<file path="config.mk">
export PLATFORM = sky130hd
export DESIGN_NAME = saturn_decoder_flat
export DESIGN_NICKNAME = d
export VERILOG_FILES = /design/src/rtl/saturn_decoder_pkg.sv /design/src/rtl/saturn_decoder_if.sv /design/src/rtl/saturn_imm_buffer.sv /design/src/rtl/saturn_decoder.sv /design/src/flat_wrapper.sv
export SDC_FILE = /design/constraint.sdc
export NUM_CORES = 1
export LEC_CHECK = 0
export ABC_AREA = 1
export BUFFER_PORTS_ARGS = -buffer_cell sky130_fd_sc_hd__buf_2
export CORE_MARGIN = 5
export CORE_UTILIZATION = 30
export DETAILED_ROUTE_END_ITERATION = 10
export PLACE_DENSITY_LB_ADDON = 0.12
export RECOVER_POWER = 50
export SLEW_MARGIN = 40
export SYNTH_ARGS = -nofsm -noshare
export SYNTH_HDL_FRONTEND = slang
export SYNTH_SLANG_ARGS = --single-unit
</file>
<file path="constraint.sdc">
create_clock -name i_clk -period 12.2 [get_ports i_clk]
set_clock_uncertainty 0.15 [all_clocks]
set_input_delay 2.44 -clock i_clk [delete_from_list [all_inputs] [get_ports i_clk]]
set_output_delay 2.44 -clock i_clk [all_outputs]
set_load 0.01 [all_outputs]
</file>
<file path="src/rtl/saturn_decoder_pkg.sv">
// Shared encodings for the Saturn instruction decoder: ALU op/register codes,
// decoder FSM states and a field-wrap helper.
package saturn_decoder_pkg;

  localparam logic [4:0] ALU_OP_ZERO     = 5'd1;
  localparam logic [4:0] ALU_OP_COPY     = 5'd2;
  localparam logic [4:0] ALU_OP_RST_BIT  = 5'd3;
  localparam logic [4:0] ALU_OP_SET_BIT  = 5'd4;
  localparam logic [4:0] ALU_OP_JMP_REL3 = 5'd5;
  localparam logic [4:0] ALU_OP_JMP_REL4 = 5'd6;
  localparam logic [4:0] ALU_OP_JMP_ABS5 = 5'd7;

  localparam logic [4:0] ALU_REG_NONE = 5'd0;
  localparam logic [4:0] ALU_REG_IMM  = 5'd1;
  localparam logic [4:0] ALU_REG_P    = 5'd2;
  localparam logic [4:0] ALU_REG_C    = 5'd3;
  localparam logic [4:0] ALU_REG_ST   = 5'd4;
  localparam logic [4:0] ALU_REG_D0   = 5'd5;
  localparam logic [4:0] ALU_REG_D1   = 5'd6;

  typedef enum logic [1:0] {
    DEC_ST_IDLE = 2'd0,
    DEC_ST_PFX1 = 2'd1,
    DEC_ST_PFX2 = 2'd2,
    DEC_ST_IMM  = 2'd3
  } dec_state_t;

  // Nibble-index arithmetic wraps modulo 16 (LC fields starting at P).
  function automatic logic [3:0] field_wrap(input logic [3:0] start, input logic [3:0] span);
    return start + span;
  endfunction

endpackage

</file>
<file path="src/rtl/saturn_decoder_if.sv">
// Decoder bus: fetch-side nibble inputs, ALU status inputs and ALU command outputs.
interface saturn_decoder_if;
  logic       i_en_dec;
  logic       i_en_alu_save;
  logic [3:0] i_nibble;
  logic       i_nibble_valid;
  logic       i_alu_stall_dec;
  logic [3:0] i_reg_p;
  logic       o_ins_decoded;
  logic       o_ins_alu_op;
  logic [4:0] o_alu_op;
  logic       o_alu_no_stall;
  logic [4:0] o_reg_dest;
  logic [4:0] o_reg_src1;
  logic [4:0] o_reg_src2;
  logic [3:0] o_field_start;
  logic [3:0] o_field_last;
  logic [3:0] o_imm_value;
  logic       o_decode_error;

  modport master (
    input  i_en_dec, i_en_alu_save, i_nibble, i_nibble_valid, i_alu_stall_dec, i_reg_p,
    output o_ins_decoded, o_ins_alu_op, o_alu_op, o_alu_no_stall, o_reg_dest,
           o_reg_src1, o_reg_src2, o_field_start, o_field_last, o_imm_value, o_decode_error
  );

  modport slave (
    output i_en_dec, i_en_alu_save, i_nibble, i_nibble_valid, i_alu_stall_dec, i_reg_p,
    input  o_ins_decoded, o_ins_alu_op, o_alu_op, o_alu_no_stall, o_reg_dest,
           o_reg_src1, o_reg_src2, o_field_start, o_field_last, o_imm_value, o_decode_error
  );
endinterface

</file>
<file path="src/rtl/saturn_imm_buffer.sv">
// Immediate nibble store: written by index during decode, read by the ALU step pointer.
module saturn_imm_buffer #(
  parameter int DEPTH = 16,
  localparam int IDX_W = $clog2(DEPTH)
) (
  input  logic             clk,
  input  logic             rst,
  input  logic             wr_en,
  input  logic [IDX_W-1:0] wr_idx,
  input  logic [3:0]       wr_data,
  input  logic [IDX_W-1:0] rd_ptr,
  output logic [3:0]       rd_data
);
  logic [3:0] mem [DEPTH];

  // Store one immediate nibble per accepted write; reset clears the whole buffer.
  always_ff @(posedge clk or posedge rst) begin
    if (rst) begin
      for (int i = 0; i < DEPTH; i++) mem[i] <= 4'd0;
    end else if (wr_en) begin
      mem[wr_idx] <= wr_data;
    end
  end

  assign rd_data = mem[rd_ptr];
endmodule

</file>
<file path="src/rtl/saturn_decoder.sv">
// Saturn instruction decoder: walks opcode prefixes nibble by nibble, buffers the
// immediates and issues one registered ALU command per recognised instruction.
module saturn_decoder
  import saturn_decoder_pkg::*;
#(
  parameter int IMM_DEPTH = 16
) (
  input  logic             i_clk,
  input  logic             i_reset,
  saturn_decoder_if.master bus
);
  dec_state_t state;
  logic [3:0] first;
  logic [3:0] idx;
  logic [3:0] last_idx;
  logic [3:0] imm_last;
  logic [3:0] ptr;
  logic [4:0] pend_op;
  logic [4:0] pend_dest;
  logic [4:0] pend_src1;
  logic       pend_ns;
  logic       pend_lc;
  logic       accept;
  logic       wr_en;

  assign accept = bus.i_en_dec & bus.i_nibble_valid & ~bus.i_alu_stall_dec;
  assign wr_en  = accept & ((state == DEC_ST_PFX2) || (state == DEC_ST_IMM));
  assign bus.o_reg_src2 = ALU_REG_NONE;

  saturn_imm_buffer #(.DEPTH(IMM_DEPTH)) u_imm_buffer (
    .clk    (i_clk),
    .rst    (i_reset),
    .wr_en  (wr_en),
    .wr_idx (idx),
    .wr_data(bus.i_nibble),
    .rd_ptr (ptr),
    .rd_data(bus.o_imm_value)
  );

  // Decode FSM with registered ALU command outputs and immediate step pointer.
  always_ff @(posedge i_clk or posedge i_reset) begin
    if (i_reset) begin
      state              <= DEC_ST_IDLE;
      first              <= 4'd0;
      idx                <= 4'd0;
      last_idx           <= 4'd0;
      imm_last           <= 4'd0;
      ptr                <= 4'd0;
      pend_op            <= 5'd0;
      pend_dest          <= ALU_REG_NONE;
      pend_src1          <= ALU_REG_NONE;
      pend_ns            <= 1'b0;
      pend_lc            <= 1'b0;
      bus.o_ins_decoded  <= 1'b0;
      bus.o_ins_alu_op   <= 1'b0;
      bus.o_alu_op       <= 5'd0;
      bus.o_alu_no_stall <= 1'b0;
      bus.o_reg_dest     <= ALU_REG_NONE;
      bus.o_reg_src1     <= ALU_REG_NONE;
      bus.o_field_start  <= 4'd0;
      bus.o_field_last   <= 4'd0;
      bus.o_decode_error <= 1'b0;
    end else begin
      bus.o_ins_decoded  <= 1'b0;
      bus.o_decode_error <= 1'b0;
      // The ALU walks the immediates one save phase at a time and parks on the last one.
      if (bus.i_en_alu_save && (ptr != imm_last)) ptr <= ptr + 4'd1;
      if (accept) begin
        unique case (state)
          DEC_ST_IDLE: begin
            first     <= bus.i_nibble;
            idx       <= 4'd0;
            pend_lc   <= 1'b0;
            pend_ns   <= 1'b0;
            pend_src1 <= ALU_REG_IMM;
            pend_dest <= ALU_REG_NONE;
            case (bus.i_nibble)
              4'h0, 4'h1, 4'h8: state <= DEC_ST_PFX1;
              4'h2: begin
                pend_op <= ALU_OP_COPY; pend_dest <= ALU_REG_P; pend_ns <= 1'b1;
                last_idx <= 4'd0; state <= DEC_ST_IMM;
              end
              4'h3: begin
                pend_op <= ALU_OP_COPY; pend_dest <= ALU_REG_C; pend_lc <= 1'b1;
                state <= DEC_ST_PFX1;
              end
              4'h6: begin
                pend_op <= ALU_OP_JMP_REL3; last_idx <= 4'd2; state <= DEC_ST_IMM;
              end
              default: bus.o_decode_error <= 1'b1;
            endcase
          end
          DEC_ST_PFX1: begin
            state <= DEC_ST_IMM;
            case (first)
              4'h0: begin
                state <= DEC_ST_IDLE;
                if (bus.i_nibble == 4'h8) begin
                  // CLRST has no immediates: issue the command right away.
                  bus.o_ins_decoded  <= 1'b1;
                  bus.o_ins_alu_op   <= 1'b1;
                  bus.o_alu_op       <= ALU_OP_ZERO;
                  bus.o_alu_no_stall <= 1'b0;
                  bus.o_reg_dest     <= ALU_REG_ST;
                  bus.o_reg_src1     <= ALU_REG_NONE;
                  bus.o_field_start  <= 4'd0;
                  bus.o_field_last   <= 4'd2;
                  imm_last           <= 4'd0;
                  ptr                <= 4'd0;
                end else begin
                  bus.o_decode_error <= 1'b1;
                end
              end
              4'h1: begin
                // Bit 2 of the second nibble selects D1 over D0.
                pend_op   <= ALU_OP_COPY;
                pend_dest <= bus.i_nibble[2] ? ALU_REG_D1 : ALU_REG_D0;
                case (bus.i_nibble)
                  4'h9, 4'hD: last_idx <= 4'd1;
                  4'hA, 4'hE: last_idx <= 4'd3;
                  4'hB, 4'hF: last_idx <= 4'd4;
                  default: begin bus.o_decode_error <= 1'b1; state <= DEC_ST_IDLE; end
                endcase
              end
              4'h3: last_idx <= bus.i_nibble;
              4'h8: begin
                case (bus.i_nibble)
                  4'h4, 4'h5: begin
                    pend_op   <= bus.i_nibble[0] ? ALU_OP_SET_BIT : ALU_OP_RST_BIT;
                    pend_dest <= ALU_REG_ST; pend_ns <= 1'b1;
                    last_idx  <= 4'd0; state <= DEC_ST_PFX2;
                  end
                  4'hC: begin pend_op <= ALU_OP_JMP_REL4; last_idx <= 4'd3; end
                  4'hD: begin pend_op <= ALU_OP_JMP_ABS5; last_idx <= 4'd4; end
                  default: begin bus.o_decode_error <= 1'b1; state <= DEC_ST_IDLE; end
                endcase
              end
              default: begin bus.o_decode_error <= 1'b1; state <= DEC_ST_IDLE; end
            endcase
          end
          DEC_ST_PFX2, DEC_ST_IMM: begin
            idx <= idx + 4'd1;
            if (idx == last_idx) begin
              bus.o_ins_decoded  <= 1'b1;
              bus.o_ins_alu_op   <= 1'b1;
              bus.o_alu_op       <= pend_op;
              bus.o_alu_no_stall <= pend_ns;
              bus.o_reg_dest     <= pend_dest;
              bus.o_reg_src1     <= pend_src1;
              bus.o_field_start  <= pend_lc ? bus.i_reg_p : 4'd0;
              bus.o_field_last   <= pend_lc ? field_wrap(bus.i_reg_p, last_idx) : last_idx;
              imm_last           <= last_idx;
              ptr                <= 4'd0;
              state              <= DEC_ST_IDLE;
            end
          end
          default: state <= DEC_ST_IDLE;
        endcase
      end
    end
  end
endmodule

</file>
<file path="src/flat_wrapper.sv">
// flat-port wrapper written by rule: the top's interface ports become plain ports
module saturn_decoder_flat import saturn_decoder_pkg::*;
#(
  parameter int IMM_DEPTH = 16
)
  (i_clk, i_reset, bus_i_en_dec, bus_i_en_alu_save, bus_i_nibble, bus_i_nibble_valid, bus_i_alu_stall_dec, bus_i_reg_p, bus_o_ins_decoded, bus_o_ins_alu_op, bus_o_alu_op, bus_o_alu_no_stall, bus_o_reg_dest, bus_o_reg_src1, bus_o_reg_src2, bus_o_field_start, bus_o_field_last, bus_o_imm_value, bus_o_decode_error);
  saturn_decoder_if bus_i ();
  input  logic i_clk;
  input  logic i_reset;
  input wire logic [$bits(bus_i.i_en_dec)-1:0] bus_i_en_dec;
  input wire logic [$bits(bus_i.i_en_alu_save)-1:0] bus_i_en_alu_save;
  input wire logic [$bits(bus_i.i_nibble)-1:0] bus_i_nibble;
  input wire logic [$bits(bus_i.i_nibble_valid)-1:0] bus_i_nibble_valid;
  input wire logic [$bits(bus_i.i_alu_stall_dec)-1:0] bus_i_alu_stall_dec;
  input wire logic [$bits(bus_i.i_reg_p)-1:0] bus_i_reg_p;
  output wire logic [$bits(bus_i.o_ins_decoded)-1:0] bus_o_ins_decoded;
  output wire logic [$bits(bus_i.o_ins_alu_op)-1:0] bus_o_ins_alu_op;
  output wire logic [$bits(bus_i.o_alu_op)-1:0] bus_o_alu_op;
  output wire logic [$bits(bus_i.o_alu_no_stall)-1:0] bus_o_alu_no_stall;
  output wire logic [$bits(bus_i.o_reg_dest)-1:0] bus_o_reg_dest;
  output wire logic [$bits(bus_i.o_reg_src1)-1:0] bus_o_reg_src1;
  output wire logic [$bits(bus_i.o_reg_src2)-1:0] bus_o_reg_src2;
  output wire logic [$bits(bus_i.o_field_start)-1:0] bus_o_field_start;
  output wire logic [$bits(bus_i.o_field_last)-1:0] bus_o_field_last;
  output wire logic [$bits(bus_i.o_imm_value)-1:0] bus_o_imm_value;
  output wire logic [$bits(bus_i.o_decode_error)-1:0] bus_o_decode_error;
  assign bus_i.i_en_dec = bus_i_en_dec;
  assign bus_i.i_en_alu_save = bus_i_en_alu_save;
  assign bus_i.i_nibble = bus_i_nibble;
  assign bus_i.i_nibble_valid = bus_i_nibble_valid;
  assign bus_i.i_alu_stall_dec = bus_i_alu_stall_dec;
  assign bus_i.i_reg_p = bus_i_reg_p;
  assign bus_o_ins_decoded = bus_i.o_ins_decoded;
  assign bus_o_ins_alu_op = bus_i.o_ins_alu_op;
  assign bus_o_alu_op = bus_i.o_alu_op;
  assign bus_o_alu_no_stall = bus_i.o_alu_no_stall;
  assign bus_o_reg_dest = bus_i.o_reg_dest;
  assign bus_o_reg_src1 = bus_i.o_reg_src1;
  assign bus_o_reg_src2 = bus_i.o_reg_src2;
  assign bus_o_field_start = bus_i.o_field_start;
  assign bus_o_field_last = bus_i.o_field_last;
  assign bus_o_imm_value = bus_i.o_imm_value;
  assign bus_o_decode_error = bus_i.o_decode_error;
  saturn_decoder #(.IMM_DEPTH(IMM_DEPTH)) u_core (.i_clk(i_clk), .i_reset(i_reset), .bus(bus_i));
endmodule
</file>
# [Word-level counts from Yosys, hierarchy flattened]
# Cells that the tools add are included.
[classes] bitwise=6 addsub=3 magnitude_cmp=3 muxes=83 eq_ne=35 reduce_logical=29
[ops] cell="$pmux 5 s2" count=8
[ops] cell="$mux 4" count=17
[ops] cell="$bwmux 64" count=1
[ops] cell="$pmux 4 s2" count=7
[ops] cell="$mux 5" count=10
[ops] cell="$eq 4x4->1 const B" count=9
[ops] cell="$pmux 4 s3" count=3
[ops] cell="$mux 1" count=19
[ops] cell="$bmux 4 s4" count=1
[ops] cell="$demux 4 s4" count=1
[ops] cell="$reduce_or 2->1" count=8
[ops] cell="$pmux 5 s3" count=1
[ops] cell="$eq 4x2->1 const B" count=3
[ops] cell="$eq 4x3->1 const B" count=3
[ops] cell="$pmux 2 s2" count=3
[ops] cell="$pmux 2 s3" count=2
[ops] cell="$reduce_or 6->1" count=2
[ops] cell="$ge 5x5->1 const B" count=2
[ops] cell="$not 4->5" count=2
[ops] cell="$pmux 1 s2" count=5
[ops] cell="$reduce_and 5->1" count=2
[ops] cell="$ne 3x3->1 const B" count=3
[ops] cell="$add 4x1->4 const B" count=2
[ops] cell="$eq 4x1->1 const B" count=2
[ops] cell="27 further kinds" count=43
[totals] register_bits=126 output_inout_bits=36 in_bits=14

# [Depth between registers and ports, before layout]
# Gate-level depths: netlist (run 1).
[depth] depth_word=7 depth_mapped=11 depth_no_buf=10

# [By module]
# From an unflattened synthesis (run 1), not the netlist that was laid out.
[hier_totals] hier_cells=831 area_unflattened_um2=6158.4
[by_module_without_submodules] module="saturn_imm_buffer" area_per_inst_um2=3174.3 n_inst=1 seq_area_each_um2=1601.5 cells_each=429
[by_module_without_submodules] module="saturn_decoder" area_per_inst_um2=2984.1 n_inst=1 seq_area_each_um2=1251.2 cells_each=402

# [Least setup slack after synthesis (run 1)]
# Ideal clock, no wire load.
[synth_path] kind="reg-to-output" startpoint="reg u_core.ptr[0]" endpoint="out bus_o_imm_value[2]" required_ps=9610 setup_slack_ps=8418 arrival_time_ps=1192 path_stages_with_launch=7 path_cell_list="dfrtp_1 > buf_2 > buf_1 > nand2_1 > a31oi_1 > nand3_1 > nand2_1"
[synth_via] elab_chain_cells=4
[synth_lines] item="from (decl)" line_no="saturn_decoder.sv:17" rtl="logic [3:0] ptr;"
[synth_lines] item="from (signal assigned)" line_no="saturn_decoder.sv:67" rtl="if (bus.i_en_alu_save && (ptr != imm_last)) ptr <= ptr + 4'd1;"
[synth_lines] item="$not 4->5 (implied by the code)" line_no="saturn_imm_buffer.sv:25" rtl="assign rd_data = mem[rd_ptr];"
[synth_lines] item="$bmux 4 s4" line_no="saturn_imm_buffer.sv:25"
[synth_lines] item="$mux 4 (implied by the code) (2 in a row)" line_no="saturn_imm_buffer.sv:25"
[synth_lines] item="to (decl)" line_no="flat_wrapper.sv:25" rtl="output wire logic [$bits(bus_i.o_imm_value)-1:0] bus_o_imm_value;"
# Every way passes these cells. The select of a mux whose other input is x is not followed.

==> results by group, run 1 <==
Run status
  • Status: finished, violations left
  • Failing checks: capacitance limit, slew limit

Floorplanning
  • Die height: 151.7 um
  • Die Width: 151.7 um
  • # IOs: 50
  • Site Rows: 51
  • Initial Utilization: 0.3067
  • Total die area: 23,030 sq um
  • Core box area: 19,650 sq um

Synth
  • Seq/Total Area, Yosys: 0.4733
  • Synth Warn #: 0
  • FF+latch count, synth: 114
  • Cells after Synth: 767
  • Post-synth EDFFs: 0
  • Library cells used by synthesis: 38
  • Asr flop ratio synth: 1.000
  • Synth Cell Area: 6027 sq um
  • Primary FF master, synth: dfrtp_1
  • Avg Inst Size Synth: 7.858 sq um

Timing
  • Pins Over Slew Limit: 117
  • Worst-margin pin slew: 3.588 ns
  • FMAX: 0.1438 GHz
  • Tmin final: 6.956 ns
  • Final Setup Violations: 0
  • Setup tns final: 0 ns
  • Setup repair after global routing missed its margin: false
  • Setup slack after layout: 5.244 ns
  • Endpoints failing hold: 0
  • Max-Slew Margin vs Limit: -1.392
  • Fin crit share: 0.5701

Setup path
  • Worst reg2reg path startpoint: u_core.state[1]
  • FF-to-FF path depth: 6
  • Crit Path Category: in -> async
  • Critical path's largest stage delay: 2.61 ns
  • Critical Path RT: 11.75 ns
  • CP max FO: 66
  • R2r endpoint: u_core.u_imm_buffer.mem[32]
  • CP arrival: 6.51 ns
  • Setup slack, reg-to-reg: 9.89 ns
  • Worst path slowest cell: clkbuf_1
  • Crit path cell chain: buf_2 -> clkinvlp_2 -> clkbuf_1
  • Startpoint types: primary input
  • CP endpoint kind: asynchronous set/reset pin

Placement
  • IO buf count: 36
  • GP Congestion: 0.8832
  • Post-DP HPWL: 11.98 mm
  • Place WS: 7.728 ns

Power
  • Power, Total: 1.563 mW
  • Power Density: 227.9 nW/um^2
  • Pleak: 3.364 nW
  • Peak supply drop: 0.1032 mV

CTS
  • Cts hold-fix bufs: 0
  • CTS tree: yes
  • Clock-pin slew on the worst setup and hold paths: 0.05 ns
  • Cts bufs inserted: 17
  • Clock Sink Count: 114
  • Worst skew pair latency: 0.41 ns
  • Post-CTS setup buffers: 0
  • CTS root buffer: clkbuf_16
  • Max clock buf depth: 2
  • Htree depth: 4
  • CTS resizes: 0

Detailed routing
  • DRC Markers: 0
  • Antenna-violating nets left: 0
  • Vias/cell: 4.671
  • Number of iterations in the first detailed-routing pass: 5
  • DRT iter0 DRCs: 325
  • Routed WL: 16.46 mm
  • Vias after detailed routing: 5,035
  • DR WL/cell: 15.26 um

Global route
  • GRT Overall Usage: 0.1534
  • First-pass GRT wire length: 27.05 mm
  • Vias in the first global route: 5,043
  • Largest net degree at the start of global routing: 67
  • Initial antenna violation count: 0
  • GRT overflow: 0

Finish
  • Area grow syn2layout: 13.76%
  • Core Util, Final: 0.3489
  • Filler cells: 2,143
  • Most frequent cells in the layout: nand2_1, dfrtp_1, nor2_1, o21ai_0, inv_1
  • Number of antenna diodes: 0
  • Share of cells above drive strength 1: 0.1070
  • Commonest non-fill, non-tap cell in the layout: nand2_1
  • NumNets Final: 823

Job
  • Max-cap violation count: 2

Worst hold path
  • Hold path endpoint: u_core.bus.o_ins_alu_op
  • Hold Crit Class: reg -> reg
  • Hold Crit Depth: 2
  • Min-delay src: u_core.bus.o_ins_alu_op
-- through the flow --
step | instances | area, sq um | hold WS, ns
2_1_floorplan | 779 | 6072 | 0.2900
3_3_place_gp | 1046 | 6372 | 0.2928
3_5_place_dp | 1046 | 6376 | 0.2957
4_1_cts | 1078 | 6972 | 0.3117
5_1_grt | 1078 | 6857 | 0.3468
6_report | 1078 | 6857 | 0.3066
-- logic make-up (layout without fill, tap and decap cells) --
logic type,after synthesis,count (layout),share of synthesized area
xor gates and xnor gates,9,9,0.01308
and+or+nand+nor,379,379,0.2811
other,1,13,0.0006222
buffers and inverters,111,145,0.08574
AOI/OAI and AO/OA,144,144,0.1262
adders and majority gates,9,9,0.01993
DFF,114,114,0.4733
-- layer usage --
layer	wire length, um	global-route usage
met2	7386	0.2276
met3	820	0.04670
met1	8020	0.2175
met4	227	0.04088
met5	0	0
-- layout make-up --
class                      instances  area [sq um]  share of cell area
sequential                       114          2853              0.4161
inverter                          74         281.5             0.04106
timing repair buffer              39         192.7             0.02810
tap                              265         331.6             0.04836
clock buffer                      21         460.4             0.06715
multi-input combinational        554          2603              0.3796
clock inverter                    11         135.1             0.01971
-- cell usage after synthesis (2+ instances only) --
| cell | n | area [sq um] |
|---|---|---|
| a21oi_1 | 47 | 235.2 |
| a31oi_1 | 3 | 18.77 |
| buf_1 | 3 | 11.26 |
| buf_2 | 5 | 25.02 |
| buf_4 | 16 | 120.1 |
| buf_6 | 4 | 45.04 |
| clkbuf_1 | 8 | 30.03 |
| dfrtp_1 | 114 | 2853 |
| ha_1 | 8 | 100.1 |
| inv_1 | 65 | 244.0 |
| inv_2 | 8 | 30.03 |
| nand2_1 | 230 | 863.3 |
| nand2_2 | 2 | 12.51 |
| nand2_4 | 3 | 33.78 |
| nand3_1 | 37 | 185.2 |
| nand3_2 | 3 | 30.03 |
| nand3b_1 | 4 | 30.03 |
| nand4_1 | 6 | 37.54 |
| nor2_1 | 70 | 262.8 |
| nor2_2 | 5 | 31.28 |
| nor2_4 | 14 | 157.7 |
| o211ai_1 | 5 | 37.54 |
| o21ai_0 | 79 | 395.4 |
| o21ai_1 | 4 | 20.02 |
| o22ai_1 | 4 | 25.02 |
| xnor2_1 | 2 | 17.52 |
| xor2_1 | 7 | 61.31 |
-- where the power goes --
part | switching, mW | internal [mW]
sequential | 0.0827 | 0.471
clock | 0.177 | 0.329
combinational | 0.338 | 0.165
total | 0.597 | 0.965
-- registers in the layout, summed over array words and instances, names as in the netlist, 2 cells and up --
| register | count |
|---|---|
| u_core.pend_dest | 3 |
| u_core.bus.o_reg_dest | 3 |
| u_core.imm_last | 4 |
| u_core.state | 2 |
| u_core.u_imm_buffer.mem | 64 |
| u_core.bus.o_field_last | 4 |
| u_core.ptr | 4 |
| u_core.idx | 4 |
| u_core.bus.o_alu_op | 3 |
| u_core.last_idx | 4 |
| u_core.pend_op | 3 |
| u_core.first | 4 |
| u_core.bus.o_field_start | 4 |
-- critical path, delay by kind of cell --
| family | cells | cell delay, ns |
|---|---|---|
| buffers and inverters | 3 | 3.98 |
-- worst max path at each step --
stage,start,end,slack (ns)
6_report,i_reset,u_core.imm_last[0],5.24
5_1_grt,i_reset,u_core.idx[0],3.93
4_1_cts,u_core.ptr[0],bus_o_imm_value[2],7.28
3_5_place_dp,u_core.ptr[0],bus_o_imm_value[2],7.73
3_3_place_gp,u_core.ptr[0],bus_o_imm_value[2],7.76
2_1_floorplan,i_reset,u_core.bus.o_alu_no_stall,6.59
Power figures use the tool's default switching activity.
==> run 2, diff against run 1 <==
==> constraint.sdc (replaced) <==
create_clock -name i_clk -period 7.15 [get_ports i_clk]
set_clock_uncertainty 0.15 [all_clocks]
set_input_delay 1.43 -clock i_clk [delete_from_list [all_inputs] [get_ports i_clk]]
set_output_delay 1.43 -clock i_clk [all_outputs]
set_load 0.01 [all_outputs]
==> run 2 against run 1 <==
Net effect: the run still ends with capacitance limit, slew limit left; critical path depth rose by 4; sequential power up 71%; register-to-register slack worse by 5.0 ns; total power increased by 71%; die area unchanged; hold slack better by 0.0044 ns; setup slack worse by 2.0 ns; combinational power increased by 71%; via count fell by 0.60%; critical path type is now reg -> out; critical endpoint is now bus_o_imm_value[2].
==> results by group, run 2 (synthesized netlist as in run 1, its figures left out) <==
Timing
  • Setup tns final: 0 ns (unchanged)
  • Final Setup Violations: 0 (unchanged)
  • Fin crit share: 0.5519
  • Pins Over Slew Limit: 50 (was 117)
  • Worst hold slack: 0.3110 ns (was 0.3066 ns)
  • Endpoints failing hold: 0 (unchanged)
  • Max-Slew Margin vs Limit: -0.4835 (was -1.392)
  • Setup slack after layout: 3.204 ns (was 5.244 ns)
  • Tmin final: 3.946 ns
  • FMAX: 0.2534 GHz
  • Setup repair after global routing missed its margin: false (unchanged)
  • Worst-margin pin slew: 2.213 ns (was 3.588 ns)

Power
  • Power, Total: 2.666 mW (was 1.563 mW)
  • Pleak: 3.377 nW (was 3.364 nW)
  • Peak supply drop: 0.1766 mV (was 0.1032 mV)
  • Power Density: 388.2 nW/um^2 (was 227.9 nW/um^2)

Floorplanning
  • Die Width: 151.7 um (unchanged)
  • Initial Utilization: 0.3067 (unchanged)
  • # IOs: 50 (unchanged)
  • Total die area: 23,030 sq um (unchanged)
  • Die height: 151.7 um (unchanged)
  • Core box area: 19,650 sq um (unchanged)
  • Site Rows: 51 (unchanged)

Setup path
  • Critical Path RT: 5.57 ns (was 11.75 ns)
  • Worst path slowest cell: inv_1 (was clkbuf_1)
  • Crit Path Category: reg -> out (was in -> async)
  • Critical path's largest stage delay: 0.42 ns (was 2.61 ns)
  • CP endpoint kind: output port (was asynchronous set/reset pin)
  • Crit-path leading delay family: buffers and inverters (unchanged)
  • Worst reg2reg path startpoint: u_core.state[1] (unchanged)
  • CP arrival: 2.37 ns (was 6.51 ns)
  • Worst Setup SP: u_core.ptr[0] (was i_reset)
  • CP max FO: 48 (was 66)
  • Crit path cell chain: buf_4 -> inv_1 -> o21ai_0 -> o21ai_0 -> o21ai_0 -> nand2_1 -> buf_2 (was buf_2 -> clkinvlp_2 -> clkbuf_1)
  • Startpoint types: register (was primary input)
  • Buf/Inv on CP: 3 (unchanged)
  • CP most frequent cell: o21ai_0

Global route
  • Largest net degree at the start of global routing: 67 (unchanged)
  • First-pass GRT wire length: 27.32 mm (was 27.05 mm)
  • GRT Overall Usage: 0.1554 (was 0.1534)
  • Vias in the first global route: 5,079 (was 5,043)
  • GRT overflow: 0 (unchanged)
  • Initial antenna violation count: 0 (unchanged)

CTS
  • Post-CTS setup buffers: 0 (unchanged)
  • CTS root buffer: clkbuf_16 (unchanged)
  • Max clock buf depth: 2 (unchanged)
  • Clock-pin slew on the worst setup and hold paths: 0.06 ns (was 0.05 ns)
  • Htree depth: 4 (unchanged)
  • CTS resizes: 0 (unchanged)
  • Clock Sink Count: 114 (unchanged)
  • CTS tree: yes (unchanged)
  • Worst skew pair latency: 0.41 ns (about the same)
  • Cts bufs inserted: 17 (unchanged)
  • Cts hold-fix bufs: 0 (unchanged)

Finish
  • Core Util, Final: 0.3494 (was 0.3489)
  • Area grow syn2layout: 13.93% (was 13.76%)
  • NumNets Final: 823 (unchanged)
  • Number of antenna diodes: 0 (unchanged)
  • Fin area: 6867 sq um (was 6857 sq um)
  • Most frequent cells in the layout: nand2_1, dfrtp_1, nor2_1, o21ai_0, inv_1 (unchanged)
  • Post-Layout Cell Count: 1,078 (unchanged)
  • Number of flip-flops under the largest register name: 64 (unchanged)
  • Commonest non-fill, non-tap cell in the layout: nand2_1 (unchanged)
  • Reg with most FFs: u_core.u_imm_buffer.mem (unchanged)
  • Share of cells above drive strength 1: 0.1107 (was 0.1070)

Detailed routing
  • DR WL/cell: 15.39 um (was 15.26 um)
  • Vias after detailed routing: 5,005 (was 5,035)
  • Vias/cell: 4.643 (was 4.671)
  • Routed WL: 16.59 mm (was 16.46 mm)
  • DRT iter0 DRCs: 412 (was 325)
  • DRC Markers: 0 (unchanged)
  • Number of iterations in the first detailed-routing pass: 4 (was 5)
  • Antenna-violating nets left: 0 (unchanged)

Placement
  • # placed instances: 1,046 (unchanged)
  • GP Congestion: 0.8832 (unchanged)
  • DP Area: 6376 sq um (unchanged)
  • Post-DP HPWL: 12.05 mm (was 11.98 mm)
  • Place WS: 3.649 ns (was 7.728 ns)
  • IO buf count: 36 (unchanged)

Worst hold path
  • Min-delay src: u_core.bus.o_ins_alu_op (unchanged)
  • Hold Crit Class: reg -> reg (unchanged)

Job
  • Max-cap violation count: 1 (was 2)

Run status
  • Failing checks: capacitance limit, slew limit (unchanged)
  • Status: finished, violations left (unchanged)
run 2: cell types whose count changed in the layout (fill, tap and decap cells not counted), sizes merged:
cell	before	now
clkbuf	27	24
buf	33	36
run 2: final timing paths:
kind                                               endpoint  depth (start not counted)  slack [ns]
worst min-delay path                u_core.bus.o_ins_alu_op                          2        0.31
max in group asynchronous                     u_core.ptr[3]                          3        4.02
worst max-delay path                     bus_o_imm_value[2]                          7        3.20
worst max register to register  u_core.u_imm_buffer.mem[32]                          6        4.85
worst min register to register      u_core.bus.o_ins_alu_op                          2        0.31
min in group asynchronous       u_core.u_imm_buffer.mem[20]                          2        1.46
run 2: area by class of cell:
class                      count  area [sq um]
fill                        2137         12790
sequential                   114          2853
multi-input combinational    554          2603
clock buffer                  21         460.4
tap                          265         331.6
inverter                      74         281.5
timing repair buffer          39         202.7
clock inverter                11         135.1
run 2: worst min-delay path, cell delays in order (launching register included):
cell	delay (ns)
dfrtp_1	0.34
inv_1	0.04
nand2_1	0.05
run 2: routing by layer:
metal  vias to the layer above  GRT usage  wire length (um)
li1                       2494          -                 -
met1                      2377     0.2206              8243
met2                       116     0.2384              7418
met3                        18    0.03569               692
met4                         0    0.04268               233
met5                         -          0                 0
run 2: report_power, final:
part / total [mW] / leakage [nW] / internal, mW / switching, mW
Clock: 0.861 / 0.292 / 0.562 / 0.300
Sequential: 0.945 / 1.45 / 0.804 / 0.141
Combinational: 0.859 / 1.63 / 0.282 / 0.577
Total: 2.67 / 3.38 / 1.65 / 1.02
